`src/rtl/barrel_shift_pkg.sv`:
```
// Shared definitions for the pipelined barrel shifter: op encoding and
// the static mapping of shift-network levels onto register stages.
package barrel_shift_pkg;

  typedef enum logic [1:0] {
    OP_SLL = 2'd0,
    OP_SRL = 2'd1,
    OP_SRA = 2'd2,
    OP_ROL = 2'd3
  } op_e;

  // Ceiling log2, never below 1 so a 2-bit datapath still has one level.
  function automatic int clog2(input int value);
    int r;
    r = 0;
    for (int i = 0; i < 32; i++) begin
      if ((1 << r) < value) r++;
    end
    return (r < 1) ? 1 : r;
  endfunction

  // Register stage that owns shift level k.
  function automatic int stage_of_level(input int k, input int levels, input int stages);
    return (k * stages) / levels;
  endfunction

endpackage

```
`src/rtl/barrel_shift_level.sv`:
```
// One mux level of the shift network: optionally shifts/rotates by a fixed
// power-of-two amount, using a carried fill bit for arithmetic right shifts.
module barrel_shift_level
  import barrel_shift_pkg::*;
#(
  parameter int width  = 8,
  parameter int amount = 1
) (
  input  logic [width-1:0] data_i,
  input  logic             en_i,
  input  op_e              op_i,
  input  logic             fill_i,
  output logic [width-1:0] data_o
);

  localparam logic [width-1:0] FILL_MASK = ~({width{1'b1}} >> amount);

  always_comb begin
    // NOTE: output defaults first so every path assigns it and no latch is inferred.
    data_o = data_i;
    if (en_i) begin
      case (op_i)
        OP_SLL:  data_o = data_i << amount;
        OP_SRL:  data_o = data_i >> amount;
        OP_SRA:  data_o = (data_i >> amount) | (FILL_MASK & {width{fill_i}});
        OP_ROL:  data_o = (data_i << amount) | (data_i >> (width - amount));
        default: data_o = data_i;
      endcase
    end
  end

endmodule

```
`src/rtl/barrel_shift_pipe.sv`:
```
// Pipelined multi-mode barrel shifter with a stall-all valid/ready pipeline;
// the log2 shift network is spread across `stages` register stages.
module barrel_shift_pipe
  import barrel_shift_pkg::*;
#(
  parameter int width  = 8,
  parameter int stages = 1,
  localparam int SW    = clog2(width)
) (
  input  logic             clk,
  input  logic             rst,
  input  logic             i_valid,
  output logic             i_ready,
  input  logic [width-1:0] i_bits,
  input  logic [SW-1:0]    i_shift,
  input  logic [1:0]       i_op,
  output logic             o_valid,
  input  logic             o_ready,
  output logic [width-1:0] o_bits
);

  localparam int          LEVELS = SW;
  localparam logic [SW:0] W_EXT  = (SW + 1)'(width);

  logic          en;
  logic [SW-1:0] shift_in;

  // Values presented to the levels of each stage (input port or previous register).
  logic [width-1:0] src_data  [stages];
  logic [SW-1:0]    src_shift [stages];
  op_e              src_op    [stages];
  logic             src_fill  [stages];
  logic             src_valid [stages];

  logic [width-1:0] lvl_in  [LEVELS];
  logic [width-1:0] lvl_out [LEVELS];

  logic [width-1:0] data_d  [stages];
  logic [width-1:0] data_q  [stages];
  logic [SW-1:0]    shift_q [stages];
  op_e              op_q    [stages];
  logic             fill_q  [stages];
  logic             valid_q [stages];

  assign o_valid = valid_q[stages-1];
  assign o_bits  = data_q[stages-1];
  assign en      = !o_valid || o_ready;
  assign i_ready = en;

  // Rotation is reduced mod width up front; amounts here are below 2*width.
  always_comb begin
    shift_in = i_shift;
    if (op_e'(i_op) == OP_ROL && {1'b0, i_shift} >= W_EXT) begin
      shift_in = i_shift - W_EXT[SW-1:0];
    end
  end

  for (genvar s = 0; s < stages; s++) begin : g_src
    if (s == 0) begin : g_head
      assign src_data[s]  = i_bits;
      assign src_shift[s] = shift_in;
      assign src_op[s]    = op_e'(i_op);
      assign src_fill[s]  = i_bits[width-1];
      assign src_valid[s] = i_valid && i_ready;
    end else begin : g_body
      assign src_data[s]  = data_q[s-1];
      assign src_shift[s] = shift_q[s-1];
      assign src_op[s]    = op_q[s-1];
      assign src_fill[s]  = fill_q[s-1];
      assign src_valid[s] = valid_q[s-1];
    end
  end

  for (genvar k = 0; k < LEVELS; k++) begin : g_level
    localparam int S     = stage_of_level(k, LEVELS, stages);
    localparam bit FIRST = (k == 0) ? 1'b1 : (stage_of_level(k - 1, LEVELS, stages) != S);
    localparam bit LAST  = (k == LEVELS - 1) ? 1'b1 : (stage_of_level(k + 1, LEVELS, stages) != S);

    if (FIRST) begin : g_first
      assign lvl_in[k] = src_data[S];
    end else begin : g_chain
      assign lvl_in[k] = lvl_out[k-1];
    end

    barrel_shift_level #(
      .width (width),
      .amount(1 << k)
    ) u_level (
      .data_i(lvl_in[k]),
      .en_i  (src_shift[S][k]),
      .op_i  (src_op[S]),
      .fill_i(src_fill[S]),
      .data_o(lvl_out[k])
    );

    if (LAST) begin : g_last
      assign data_d[S] = lvl_out[k];
    end
  end

  always_ff @(posedge clk or posedge rst) begin
    if (rst) begin
      for (int s = 0; s < stages; s++) begin
        // NOTE: data registers are reset as well so o_bits reads 0 straight out of reset.
        valid_q[s] <= 1'b0;
        data_q[s]  <= '0;
        shift_q[s] <= '0;
        op_q[s]    <= OP_SLL;
        fill_q[s]  <= 1'b0;
      end
    end else if (en) begin
      for (int s = 0; s < stages; s++) begin
        // NOTE: non-blocking so every stage loads its predecessor's pre-edge value.
        valid_q[s] <= src_valid[s];
        data_q[s]  <= data_d[s];
        shift_q[s] <= src_shift[s];
        op_q[s]    <= src_op[s];
        fill_q[s]  <= src_fill[s];
      end
    end
  end

endmodule

```
`config.mk`:
```
export PLATFORM = sky130hd
export DESIGN_NAME = barrel_shift_pipe
export DESIGN_NICKNAME = d
export VERILOG_FILES = /design/src/rtl/barrel_shift_pkg.sv /design/src/rtl/barrel_shift_level.sv /design/src/rtl/barrel_shift_pipe.sv
export SDC_FILE = /design/constraint.sdc
export NUM_CORES = 1
export LEC_CHECK = 0
export BUFFER_PORTS_ARGS = -buffer_cell sky130_fd_sc_hd__buf_2
export CORE_ASPECT_RATIO = 1.25
export CORE_MARGIN = 5
export CORE_UTILIZATION = 50
export CTS_CLUSTER_DIAMETER = 150
export CTS_CLUSTER_SIZE = 25
export DETAILED_ROUTE_END_ITERATION = 7
export MAX_ROUTING_LAYER = met4
export PLACE_DENSITY = 0.76
export SLEW_MARGIN = 15
export SYNTH_ARGS = -nofsm -noshare
export SYNTH_HDL_FRONTEND = slang
export SYNTH_HIERARCHICAL = 1
export SYNTH_SLANG_ARGS = --single-unit
```
`constraint.sdc`:
```
create_clock -name clk -period 1.3 [get_ports clk]
set_clock_uncertainty 0.1 [all_clocks]
set_input_delay 0.065 -clock clk [delete_from_list [all_inputs] [get_ports clk]]
set_output_delay 0.065 -clock clk [all_outputs]
set_load 0.02 [all_outputs]
```
* Yosys cells after proc, flatten, opt, wreduce, memory -nomap -nowiden
Cells that the tools add are included.
W data, S select, Z words.
** Cells by class
- Add/subtract/negate cells :: 0
- Multiply operators :: 0
- Div/mod/pow operators :: 0
- Magnitude comparators :: 0
- Eq/ne operators :: 3
- Shift-type cells :: 0
- Multiplexer cells :: 6
- Bitwise operators :: 6
- Reductions and logical operators :: 4
** Operators by type and width (number)
- $pmux W8 S4 :: 3
- $mux W8 :: 3
- $or A4 B8 Y8 :: 1
- $or A6 B8 Y8 :: 1
- $or A7 B8 Y8 :: 1
- $or A8 B1 Y8 :: 1
- $or A8 B2 Y8 :: 1
- $or A8 B4 Y8 :: 1
- $eq A2 B2 Y1 const B :: 2
- $eq A2 B1 Y1 const B :: 1
- $logic_not A2 Y1 :: 1
- $logic_and A1 B1 Y1 :: 1
- $logic_not A1 Y1 :: 1
- $logic_or A1 B1 Y1 :: 1
** Storage, ports and cells
- Bits in registers :: 9
- Bits in latches :: 0
- Bits in writable memories :: 0
- Bits in read-only memories :: 0
- Input port bits :: 17
- Output and inout port bits :: 10
- Memories kept :: 0

* Depth between registers and ports, before layout
- Word-level depth :: 9
- Depth in mapped cells :: 10
- Mapped depth without buffers :: 9

* Modules after synthesis
Netlist, hierarchy kept.
** By module, submodules not included
- barrel_shift_pipe :: times used 1, cells each 21, area each 380.4 um^2, seq. area each 225.2 um^2
- barrel_shift_level (g_level[1].u_level) :: times used 1, cells each 35, area each 260.2 um^2, seq. area each 0.0 um^2
- barrel_shift_level (g_level[2].u_level) :: times used 1, cells each 32, area each 216.5 um^2, seq. area each 0.0 um^2
- barrel_shift_level (g_level[0].u_level) :: times used 1, cells each 31, area each 211.5 um^2, seq. area each 0.0 um^2

* Least setup slack after synthesis
Ideal clock, no wire load.
- Path kind :: input to register
- Start point :: in i_shift[0]
- End point :: reg data_q (netlist bit o_bits[4])
- Data arrival time :: 1.706 ns
- Required time :: 1.075 ns
- Path slack :: -0.631 ns
- Cell stages on the path :: 9
- Path buffers :: 2
- Cells stage by stage :: clkbuf_1 > clkbuf_1 > a21oi_1 > mux2_1 > a22oi_1 > a21oi_1 > mux2i_1 > o221ai_1 > mux2_4
** RTL lines
- start: declaration :: RTL line barrel_shift_pipe.sv:15 : input logic [SW-1:0] i_shift,
- end signal: indexed assignment :: RTL line barrel_shift_pipe.sv:115 : data_q[s] <= data_d[s];
- end: declaration :: RTL line barrel_shift_pipe.sv:39 : logic [width-1:0] data_q [stages];

==> flow_summary.yaml <==
power_and_ir_drop:
  power_density_nw_per_um2: 857
  seqPwrFrac_pct: 27.1
  p_leak_nw: 0.737
  vdd_ir_drop_max_uv: 825
  p_int_mw: 0.813
  switching_share_pct: 37.3
  p_sw_mw: 0.484
  combPwrFrac_pct: 56.7
  pwr-share-clk_pct: 16.2
critical_path:
  critical_path_class: "input port to register"
  r2r-start: "o_valid"
  crit_top_cell: "buf_4"
  cp_slowest_cell: "mux2_4"
  worstRegToRegCells: 2
  crit_fanout: 3
  crit_path_max_incr_delay_ps: 270
  cpLargestDelayFamily: "buffers and inverters"
  r2r_end: "o_bits[6]"
  path_cells: "buf_12 -> xnor2_4 -> buf_6 -> mux2i_1 -> a21oi_2 -> buf_4 -> buf_4 -> buf_4 -> mux2i_2 -> a21oi_2 -> inv_1 -> o221ai_1 -> mux2_4"
  worstSetupStartpointType: "input port"
  cp_data_required_time_ps: 1340
  regToRegSetupSlack_ps: 170
  critPathBufInv: 6
  worstSetupEndpoint: "o_bits[4]"
  cp.arrival_ps: 1970
  crit_start: "i_op[0]"
  cp-end-kind: "register"
  cp.depth: 13
drt:
  num_vias: 1049
  drc: 0
  drtIter0Drc: 16
  wl_um: 3110
  routedWlPerCell_um: 17.0
  met3WireLength_um: 91
  top_layer_used: "met4"
  met2_length_um: 1680
  dr.pass1.iters: 4
  wl_met1_um: 1260
  postRouteAntennaNets: 0
  via_per_inst: 5.73
finish:
  final_cell_mix: "buf_2 (24), nor2_1 (19), buf_4 (17)"
  fillers: 133
  nNetsFinal: 181
  drive_above_1_share_pct: 54.0
  layout_commonest_cell: "buf_2"
  syn2layout_area_growth_pct: 41.6
  final_util_pct: 75.5
  num_antenna_cells: 0
cts:
  cts_root_buffer: "clkbuf_4"
  clock_sinks: 9
  numCtsBuffers: 3
  cts_tree: "done"
  clkTransAtPathRegs_ps: 60
  insertion_delay_ps: 260
  h-tree-depth: 1
  clockBufferDepth: 2
logic_synthesis:
  ys_top_cells_by_area: "dfrtp_1 (21%), mux2i_1 (13%), mux2_4 (13%), a21oi_1 (7.0%), nor2_1 (6.7%)"
  syn_area_um2: 1070
  synth_seq_area_share_pct: 21.1
  ys_ff_latch: 9
  yosysWarnings: 6
  ys_types: 22
  synth_cells: 119
  avgSynthCellArea_um2: 8.98
  yosysTopAreaCell: "dfrtp_1"
  synth_top_area_share_pct: 21.1
  syn_nets: 136
sta:
  slew_headroom_pct: 79.0
  final-hold-violation-count: 0
  rsz0062_at_grt: "yes"
  worst_slack_ps: -623
  timing.final.crit_share_pct: 148
  min_period_ps: 1920
  hold_slack_ps: 117
  tightest_slew_ps: 313
  fin_setup_tns_ps: -4360
  setup_viol: 8
  final_max_slew_viol_count: 0
  fmax_mhz: 520
grt:
  grt_max_degree: 20
  grt.overflow.total: 0
  antenna_found_initial: 0
  grt.total_usage_pct: 21.2
  grt_pass1_wl_um: 4810
  grt_pass1_vias: 1112
place:
  pre_cts_ws_ps: -962
  numPortBuffers: 26
  hpwl_um: 1960
  gp_congestion: 0.865
floorplan:
  rows: 18
  start_util_pct: 53.3
  dieArea_um2: 3170
  pin_count: 27
  dieWidth_um: 51.3
  die_h_um: 61.7
  core_area_um2: 2000
flow_run:
  cap_violations: 0
outcome:
  violations: "negative setup slack"
  status: "complete, but fails checks"
worst_hold_path:
  hold_path.class: "input port to register"
  min_from: "o_ready"
-- sequential cells by signal, summed over array words and instances (netlist names) --
name     count
o_valid      1
o_bits       8
-- area by class of cell --
| class | instances | area (um2) | area share, % |
|---|---|---|---|
| clock buffer | 4 | 26.3 | 1.74 |
| inverter | 9 | 33.8 | 2.23 |
| multi-input combinational | 92 | 855 | 56.5 |
| sequential | 9 | 225 | 14.9 |
| tap | 20 | 25.0 | 1.65 |
| timing repair buffer | 49 | 348 | 23.0 |
-- worst min-delay path, cell delays in order --
cell and delay, ps:
buf_2 70, nand2b_4 220, nand2b_1 80
-- through the flow --
step	power, mW	cells	area (um2)
CTS	1.21	179	1400
finish	1.30	183	1510
global route	1.38	183	1510
floorplan	0.755	119	1070
detailed placement	0.932	169	1250
global placement	0.916	169	1250
-- worst min-delay path by stage --
stage	to	slack [ps]	cells after the start
after floorplan	o_bits[0]	-210	1
final	o_valid	120	3
after detailed placement	o_bits[4]	-70	2
after CTS	o_valid	110	3
after global placement	o_bits[0]	-70	2
after global routing	o_valid	130	3
-- cells by family (layout without fill, tap and decap cells) --
kind of cell	after synthesis	count (layout)	synth area share, %
mux	28	28	31.0
flops	9	9	21.1
buf+inv	18	62	9.60
xor+xnor	2	2	5.15
compound gates	29	29	16.7
simple gates	33	33	16.4
-- power groups by stage --
stage	registers (mW)	logic, mW	clock network, mW
finish	0.352	0.735	0.210
global route	0.359	0.788	0.235
CTS	0.351	0.639	0.221
detailed placement	0.355	0.577	0
global placement	0.353	0.563	0
floorplan	0.415	0.339	0
-- timing repair --
item                                    4_1_cts  5_1_grt
resized for setup                            17       21
endpoints found under the setup margin        8        8
pin swaps                                     7       11
endpoints found under the hold margin        10        0
hold buffers                                  2        0
setup buffers                                 4        4
-- layer usage --
layer / track usage [%] / up-vias
met5: - / -
met4: 13.9 / 0
met3: 2.91 / 9
met2: 37.4 / 27
met1: 22.3 / 494
li1: - / 519
-- Yosys cell counts --
| library cell | count |
|---|---|
| buf_2 | 1 |
| o221ai_1 | 4 |
| a22oi_1 | 5 |
| buf_6 | 4 |
| xnor2_4 | 2 |
| dfrtp_1 | 9 |
| nor2_1 | 19 |
| nand2b_4 | 1 |
| nand4bb_1 | 4 |
| mux2_1 | 5 |
| o22ai_1 | 4 |
| and2b_2 | 1 |
| buf_4 | 1 |
| nand3b_1 | 1 |
| a21oi_1 | 15 |
| clkbuf_1 | 3 |
| a31oi_1 | 1 |
| mux2_4 | 9 |
| mux2i_1 | 14 |
| inv_1 | 9 |
| nand2_1 | 6 |
| nand2b_1 | 1 |
(Power assumes the default switching activity.)
